===== src/rtl/io_ram_pkg.sv =====
// Shared constants for the io_ram port A controller: geometry and grant encoding.
package io_ram_pkg;

  localparam int unsigned IO_RAM_AW = 12;
  localparam int unsigned IO_RAM_DW = 8;

  // Bit positions of the requesters inside the arbiter req/gnt vectors
  localparam int unsigned REQ_RX = 0;
  localparam int unsigned REQ_TX = 1;

  typedef enum logic {
    GNT_RX = 1'b0,
    GNT_TX = 1'b1
  } gnt_e;

endpackage


===== src/rtl/io_ram_rr_arb.sv =====
// Two-requester round-robin arbiter; remembers the last winner to break ties.
module io_ram_rr_arb
  import io_ram_pkg::*;
(
  input  logic       clk,
  input  logic       rst,
  input  logic [1:0] req,
  output logic [1:0] gnt_c,
  output gnt_e       last_gnt
);

  // On a tie the requester that did not win last time is served
  always_comb begin
    gnt_c = 2'b00;
    if (req == 2'b11) begin
      if (last_gnt == GNT_RX) gnt_c[REQ_TX] = 1'b1;
      else                    gnt_c[REQ_RX] = 1'b1;
    end else begin
      gnt_c = req;
    end
  end

  always_ff @(posedge clk) begin
    if (rst)                 last_gnt <= GNT_TX;
    else if (gnt_c[REQ_TX])  last_gnt <= GNT_TX;
    else if (gnt_c[REQ_RX])  last_gnt <= GNT_RX;
  end

endmodule


===== src/rtl/io_ram_ctrl.sv =====
// Port A controller for io_ram: circular byte FIFO between the UART receiver
// (writes) and transmitter (reads), one RAM access per cycle.
module io_ram_ctrl
  import io_ram_pkg::*;
#(
  parameter int unsigned AW = IO_RAM_AW,
  parameter int unsigned DW = IO_RAM_DW
) (
  input  logic          clk,
  input  logic          rst,
  input  logic          flush,
  input  logic          rx_valid,
  input  logic [DW-1:0] rx_data,
  output logic          rx_ready,
  output logic          tx_valid,
  output logic [DW-1:0] tx_data,
  input  logic          tx_ready,
  output logic          en_porta,
  output logic          wr_porta,
  output logic [AW-1:0] addra,
  output logic [DW-1:0] wr_dataa,
  input  logic [DW-1:0] rd_dataa,
  output logic [AW:0]   level,
  output logic          full,
  output logic          empty
);

  localparam logic [AW:0] DEPTH = {1'b1, {AW{1'b0}}};

  logic [AW-1:0] wr_ptr, wr_ptr_d;
  logic [AW-1:0] rd_ptr, rd_ptr_d;
  logic [AW:0]   level_d;
  logic          tx_valid_d;
  logic [DW-1:0] tx_data_d;
  logic          rd_inflight, rd_inflight_d;
  logic          rd_req, wr_req;
  logic [1:0]    gnt;
  gnt_e          last_gnt;

  assign empty = (level == '0);
  assign full  = (level == DEPTH);

  // Requests are masked during reset so port A stays idle until released
  assign rd_req = ~rst & ~empty & ~tx_valid & ~rd_inflight & ~flush;
  assign wr_req = ~rst & rx_valid & ~full & ~flush;

  // Ready already accounts for losing a tie to the transmitter
  assign rx_ready = ~full & ~flush & ~(rd_req & (last_gnt == GNT_RX));

  io_ram_rr_arb u_arb (
    .clk      (clk),
    .rst      (rst),
    .req      ({rd_req, wr_req}),
    .gnt_c    (gnt),
    .last_gnt (last_gnt)
  );

  assign en_porta = |gnt;
  assign wr_porta = gnt[REQ_RX];
  assign addra    = gnt[REQ_RX] ? wr_ptr : rd_ptr;
  assign wr_dataa = rx_data;

  always_comb begin
    wr_ptr_d      = wr_ptr;
    rd_ptr_d      = rd_ptr;
    level_d       = level;
    tx_valid_d    = tx_valid;
    tx_data_d     = tx_data;
    rd_inflight_d = 1'b0;
    if (flush) begin
      wr_ptr_d   = '0;
      rd_ptr_d   = '0;
      level_d    = '0;
      tx_valid_d = 1'b0;
    end else begin
      if (gnt[REQ_RX]) begin
        wr_ptr_d = wr_ptr + AW'(1);
        level_d  = level + (AW+1)'(1);
      end
      if (gnt[REQ_TX]) begin
        rd_ptr_d      = rd_ptr + AW'(1);
        level_d       = level - (AW+1)'(1);
        rd_inflight_d = 1'b1;
      end
      // RAM data arrives one cycle after the read grant
      if (rd_inflight) begin
        tx_data_d  = rd_dataa;
        tx_valid_d = 1'b1;
      end else if (tx_valid && tx_ready) begin
        tx_valid_d = 1'b0;
      end
    end
  end

  always_ff @(posedge clk) begin
    if (rst) begin
      wr_ptr      <= '0;
      rd_ptr      <= '0;
      level       <= '0;
      tx_valid    <= 1'b0;
      tx_data     <= '0;
      rd_inflight <= 1'b0;
    end else begin
      wr_ptr      <= wr_ptr_d;
      rd_ptr      <= rd_ptr_d;
      level       <= level_d;
      tx_valid    <= tx_valid_d;
      tx_data     <= tx_data_d;
      rd_inflight <= rd_inflight_d;
    end
  end

endmodule


===== config.mk =====
export PLATFORM = sky130hd
export DESIGN_NAME = io_ram_ctrl
export DESIGN_NICKNAME = d
export VERILOG_FILES = /design/src/rtl/io_ram_pkg.sv /design/src/rtl/io_ram_rr_arb.sv /design/src/rtl/io_ram_ctrl.sv
export SDC_FILE = /design/constraint.sdc
export NUM_CORES = 1
export LEC_CHECK = 0
export ABC_CLOCK_PERIOD_IN_PS = 4620
export BUFFER_PORTS_ARGS = -buffer_cell sky130_fd_sc_hd__buf_2
export CAP_MARGIN = 20
export CORE_MARGIN = 2
export CORE_UTILIZATION = 56
export CTS_CLUSTER_DIAMETER = 200
export DETAILED_ROUTE_END_ITERATION = 12
export HOLD_SLACK_MARGIN = 0.08
export PLACE_DENSITY = 0.9
export SYNTH_ARGS = -nofsm -noshare
export SYNTH_HDL_FRONTEND = slang
export SYNTH_SLANG_ARGS = --single-unit

===== constraint.sdc =====
create_clock -name clk -period 4.62 [get_ports clk]
set_input_delay 0.693 -clock clk [delete_from_list [all_inputs] [get_ports clk]]
set_output_delay 0.693 -clock clk [all_outputs]
set_load 0.01 [all_outputs]

==> results by stage <==
Critical path:
- Counting cells, the worst reg-to-reg path comes to 10.
- The biggest cell delay along the critical path is 0.82 ns.
- The type of the worst setup path is reg2out.
- The signal on the critical path passes through nor4_4 -> a31oi_1 -> o21bai_2 -> inv_1 -> o21ai_0 -> buf_2.
- The startpoint kind of the worst setup timing path is a flop.
- For the worst setup path, the data arrival time is about 3.1 ns.
- The kind of capture point of the worst setup path is a primary output.
- The worst path required time is 3.93 ns.
- Of all nets on the critical path, the largest fanout is 28.
- The cell at the slowest stage of the critical path is o21bai_2.

STA:
- The final critical-path share of the clock period is 0.8226.
- Summed over all failing endpoints, the final setup total negative slack is 0 ns.
- Headroom to the max-slew limit came out at 0.3092.
- The clock period minus worst slack is 3.801 ns.
- The worst clock skew is 0.007029 ns.
- At the pin with the least slew margin, the transition time is around 1.0 ns.
- The final number of max-transition violations is 0.
- The final hold violation count is 0.
- Setup repair after global routing left no endpoint under its margin.
- Setup violations remaining at the end of the flow were counted as 0.
- The top achievable clock speed is 263.1 MHz.

Drt:
- The post-detailed-route via-to-cell ratio is 5.499.
- In the final routed layout, each cell accounts on average for 13.24 µm.
- The number of remaining DRC errors is 0.
- The routed via count is 2,469.
- The number of iterations in the first detailed-routing pass is 5.
- The initial detailed-routing violation count is between 150 and 200.
- The routed design has 5944 µm of wire.
- The count of nets left with antenna violations once routing finished came out at 0.

Floorplan:
- The area of the core is 4786 µm².
- 68 I/O pins were placed.
- The floorplan step defined a die boundary enclosing around 5600 µm².
- The die is 74.79 µm tall.
- The die is 74.79 µm wide.
- The number of rows in the core area is 25.
- For this configuration, the core starts out at a cell density of 0.5864.

Yosys:
- In this run, synthesis inferred 0 flip-flops with an integrated enable.
- Synthesis produced a netlist with a net count of 377.
- The synthesized cell area is 2806 µm².
- The number of unique standard cell types used by synthesis is 51.
- The mean instance size in the synthesized netlist is just over 8 µm².
- The share of synthesized area in the top cell type comes to 0.3424.
- Yosys attributes the largest share of cell area to dfxtp_1, nand2_1, ha_1.
- The share of the Yosys chip area taken by registers is 0.3424.
- The cell taking the most area after synthesis is dfxtp_1.
- The number of synthesized register bits is 48.
- The cell count after synthesis is 342.
- For this run, the leading register cell type out of synthesis is dfxtp_1.
- For this run, asynchronously set or reset flops after synthesis account for 0.
- The number of warning messages in the yosys log is 0.

Layout:
- Counting the fill cells in the layout gives between 400 and 500.
- After the last flow step, the layout net total stands at ~420.
- The repair_antennas step left the layout with diodes totalling 0.
- The final design utilization is 0.6539.
- Of the cells placed in the final design, the portion with a size suffix greater than 1 is 0.1937.
- The signed area change from the synthesized netlist to the final layout is 11.50%.

Hold path:
- The class of the tightest hold or removal check is reg2reg.
- The worst hold path passes through 2 cells.

Clock tree:
- The clock input transition at the sequential cells of the worst setup and hold paths is approximately 0.09 ns.
- The number of cells upsized or downsized after cts is 0.
- The maximum buffer depth of the clock tree is 2.
- The total CTS buffers is 5.
- Clock tree synthesis selected as its root buffer the cell clkbuf_8.
- After clock tree synthesis, the setup repair step added 0 buffers.
- For this design, the CTS-stage hold fixing added 0 buffers.
- The depth of the CTS H-tree is 2.
- The CTS tree is yes.
- CTS saw 48 sinks.
- The clock reaches the later pin of the worst-skew pair after 0.31 ns.

Global routing:
- The number of global-route vias before repair was 2,330.
- Entering global routing, the biggest net connects 32 pins.
- Global routing finished with a remaining overflow of 0.
- The first-pass GRT wire length is 10,090 µm.
- The initial antenna violation count is 0.
- The all-layer global routing usage is 0.2286.

Placement:
- Detailed placement ended at an HPWL of between 4000 and 5000 µm.
- The number of buffers added on ports is between 50 and 60.
- The final RePlAce weighted congestion is 0.9393.

Power and ir drop:
- The design draws 0.0007902 W.
- In this run the power density over the cells is 252.5 nW/µm².
- The reported leakage power is between 1 and 1.5 nW.
- The maximum resistive drop on vdd is 0.1326 mV.

Status:
- The flow ran to the end, and the final reports show no timing, DRC or antenna violations.

Flow run:
- The max capacitance violation total is 0.
[worst paths after layout]
path / slack (ns) / start / endpoint
worst max-delay path: 0.82 / level[8] / addra[5]
worst max register to register: 1.42 / level[8] / level[12]
worst min-delay path: 0.50 / tx_data[7] / tx_data[7]
worst min register to register: 0.50 / tx_data[7] / tx_data[7]
[per-stage QoR]
| step | cell area (µm²) | hold slack (ns) | std cells | worst slack [ns] |
|---|---|---|---|---|
| floorplan | 2806 | 0.4621 | 342 | 1.460 |
| global placement | 3032 | 0.4711 | 441 | 1.128 |
| detailed placement | 3032 | 0.4830 | 441 | 0.9032 |
| CTS | 3129 | 0.5029 | 449 | 0.8922 |
| global route | 3129 | 0.5396 | 449 | 0.5620 |
| finish | 3129 | 0.4976 | 449 | 0.8195 |
[cell usage after synthesis (2+ instances only)]
| library cell | count |
|---|---|
| and3_1 | 3 |
| nor3b_1 | 2 |
| buf_4 | 8 |
| xor2_1 | 9 |
| buf_1 | 2 |
| clkbuf_1 | 7 |
| ha_1 | 13 |
| nand4_1 | 3 |
| inv_1 | 11 |
| nor2_1 | 37 |
| buf_6 | 2 |
| o21bai_1 | 2 |
| a31oi_1 | 3 |
| nand2_1 | 59 |
| nor2b_1 | 3 |
| a21oi_1 | 17 |
| dfxtp_1 | 48 |
| o21ai_0 | 15 |
| a21o_1 | 3 |
| or3_1 | 6 |
| mux2i_1 | 10 |
| nand3_1 | 10 |
| o21a_1 | 4 |
| nor3_1 | 10 |
| nor4_1 | 3 |
| and2_1 | 3 |
| a211oi_1 | 3 |
| nand2b_1 | 2 |
| nor4_4 | 5 |
| o311ai_0 | 2 |
| xnor2_1 | 17 |
[per-layer routing]
layer  routed length, µm  vias to the layer above  global-route usage
met4                  49                        0             0.05556
met1                2685                     1142              0.2984
met2                2902                       69              0.3904
met3                 306                        5             0.04685
met5                   0                        -                   0
li1                    -                     1253                   -
[flip-flops by register name, summed over array words and instances, names as in the netlist]
| name | count |
|---|---|
| rd_ptr | 12 |
| wr_ptr | 12 |
| u_arb.last_gnt | 1 |
| tx_valid | 1 |
| level | 13 |
| tx_data | 8 |
| rd_inflight | 1 |
[layout by cell type, fill, tap and decap left out, drive strengths merged, types with 8 or more instances in the layout]
cell / n
inv: 12
xnor2: 17
nor2: 38
nor4: 8
xor2: 9
nand3: 10
ha: 13
nand2: 59
o21ai: 16
a21oi: 17
buf: 52
mux2i: 10
dfxtp: 48
nor3: 11
[power breakdown]
group | internal [W] | switching, W
combinational | 0.0000374 | 0.0000621
clock | 0.000121 | 0.000144
sequential | 0.000419 | 0.00000700
total | 0.000578 | 0.000213
[cell families after synthesis]
| group | share of synthesized area |
|---|---|
| AO/OA/AOI/OAI | 0.1338 |
| XOR/XNOR | 0.08114 |
| adder cells (fa/ha/maj) | 0.06509 |
| buffers and inverters | 0.06019 |
| flip-flops | 0.3424 |
| multiplexers | 0.03968 |
| AND/OR/NAND/NOR | 0.2778 |
[worst max-delay path: cells and delay by family, from the launching register on]
family	cells	cell delay, ns
compound gates	3	1.31
simple gates	1	0.46
buf+inv	2	0.65
flops	1	0.37
[layout make-up]
cell class	count	area, µm²	area share
clock buffers	6	82.58	0.02639
clock inverters	2	15.01	0.004798
inverters	12	47.55	0.01519
multi-input cells	262	1677	0.5358
flip-flops and latches	48	960.9	0.3071
well taps	67	83.83	0.02679
repair buffers	52	262.8	0.08397
No activity file was read; power rests on OpenSTA's default activity.
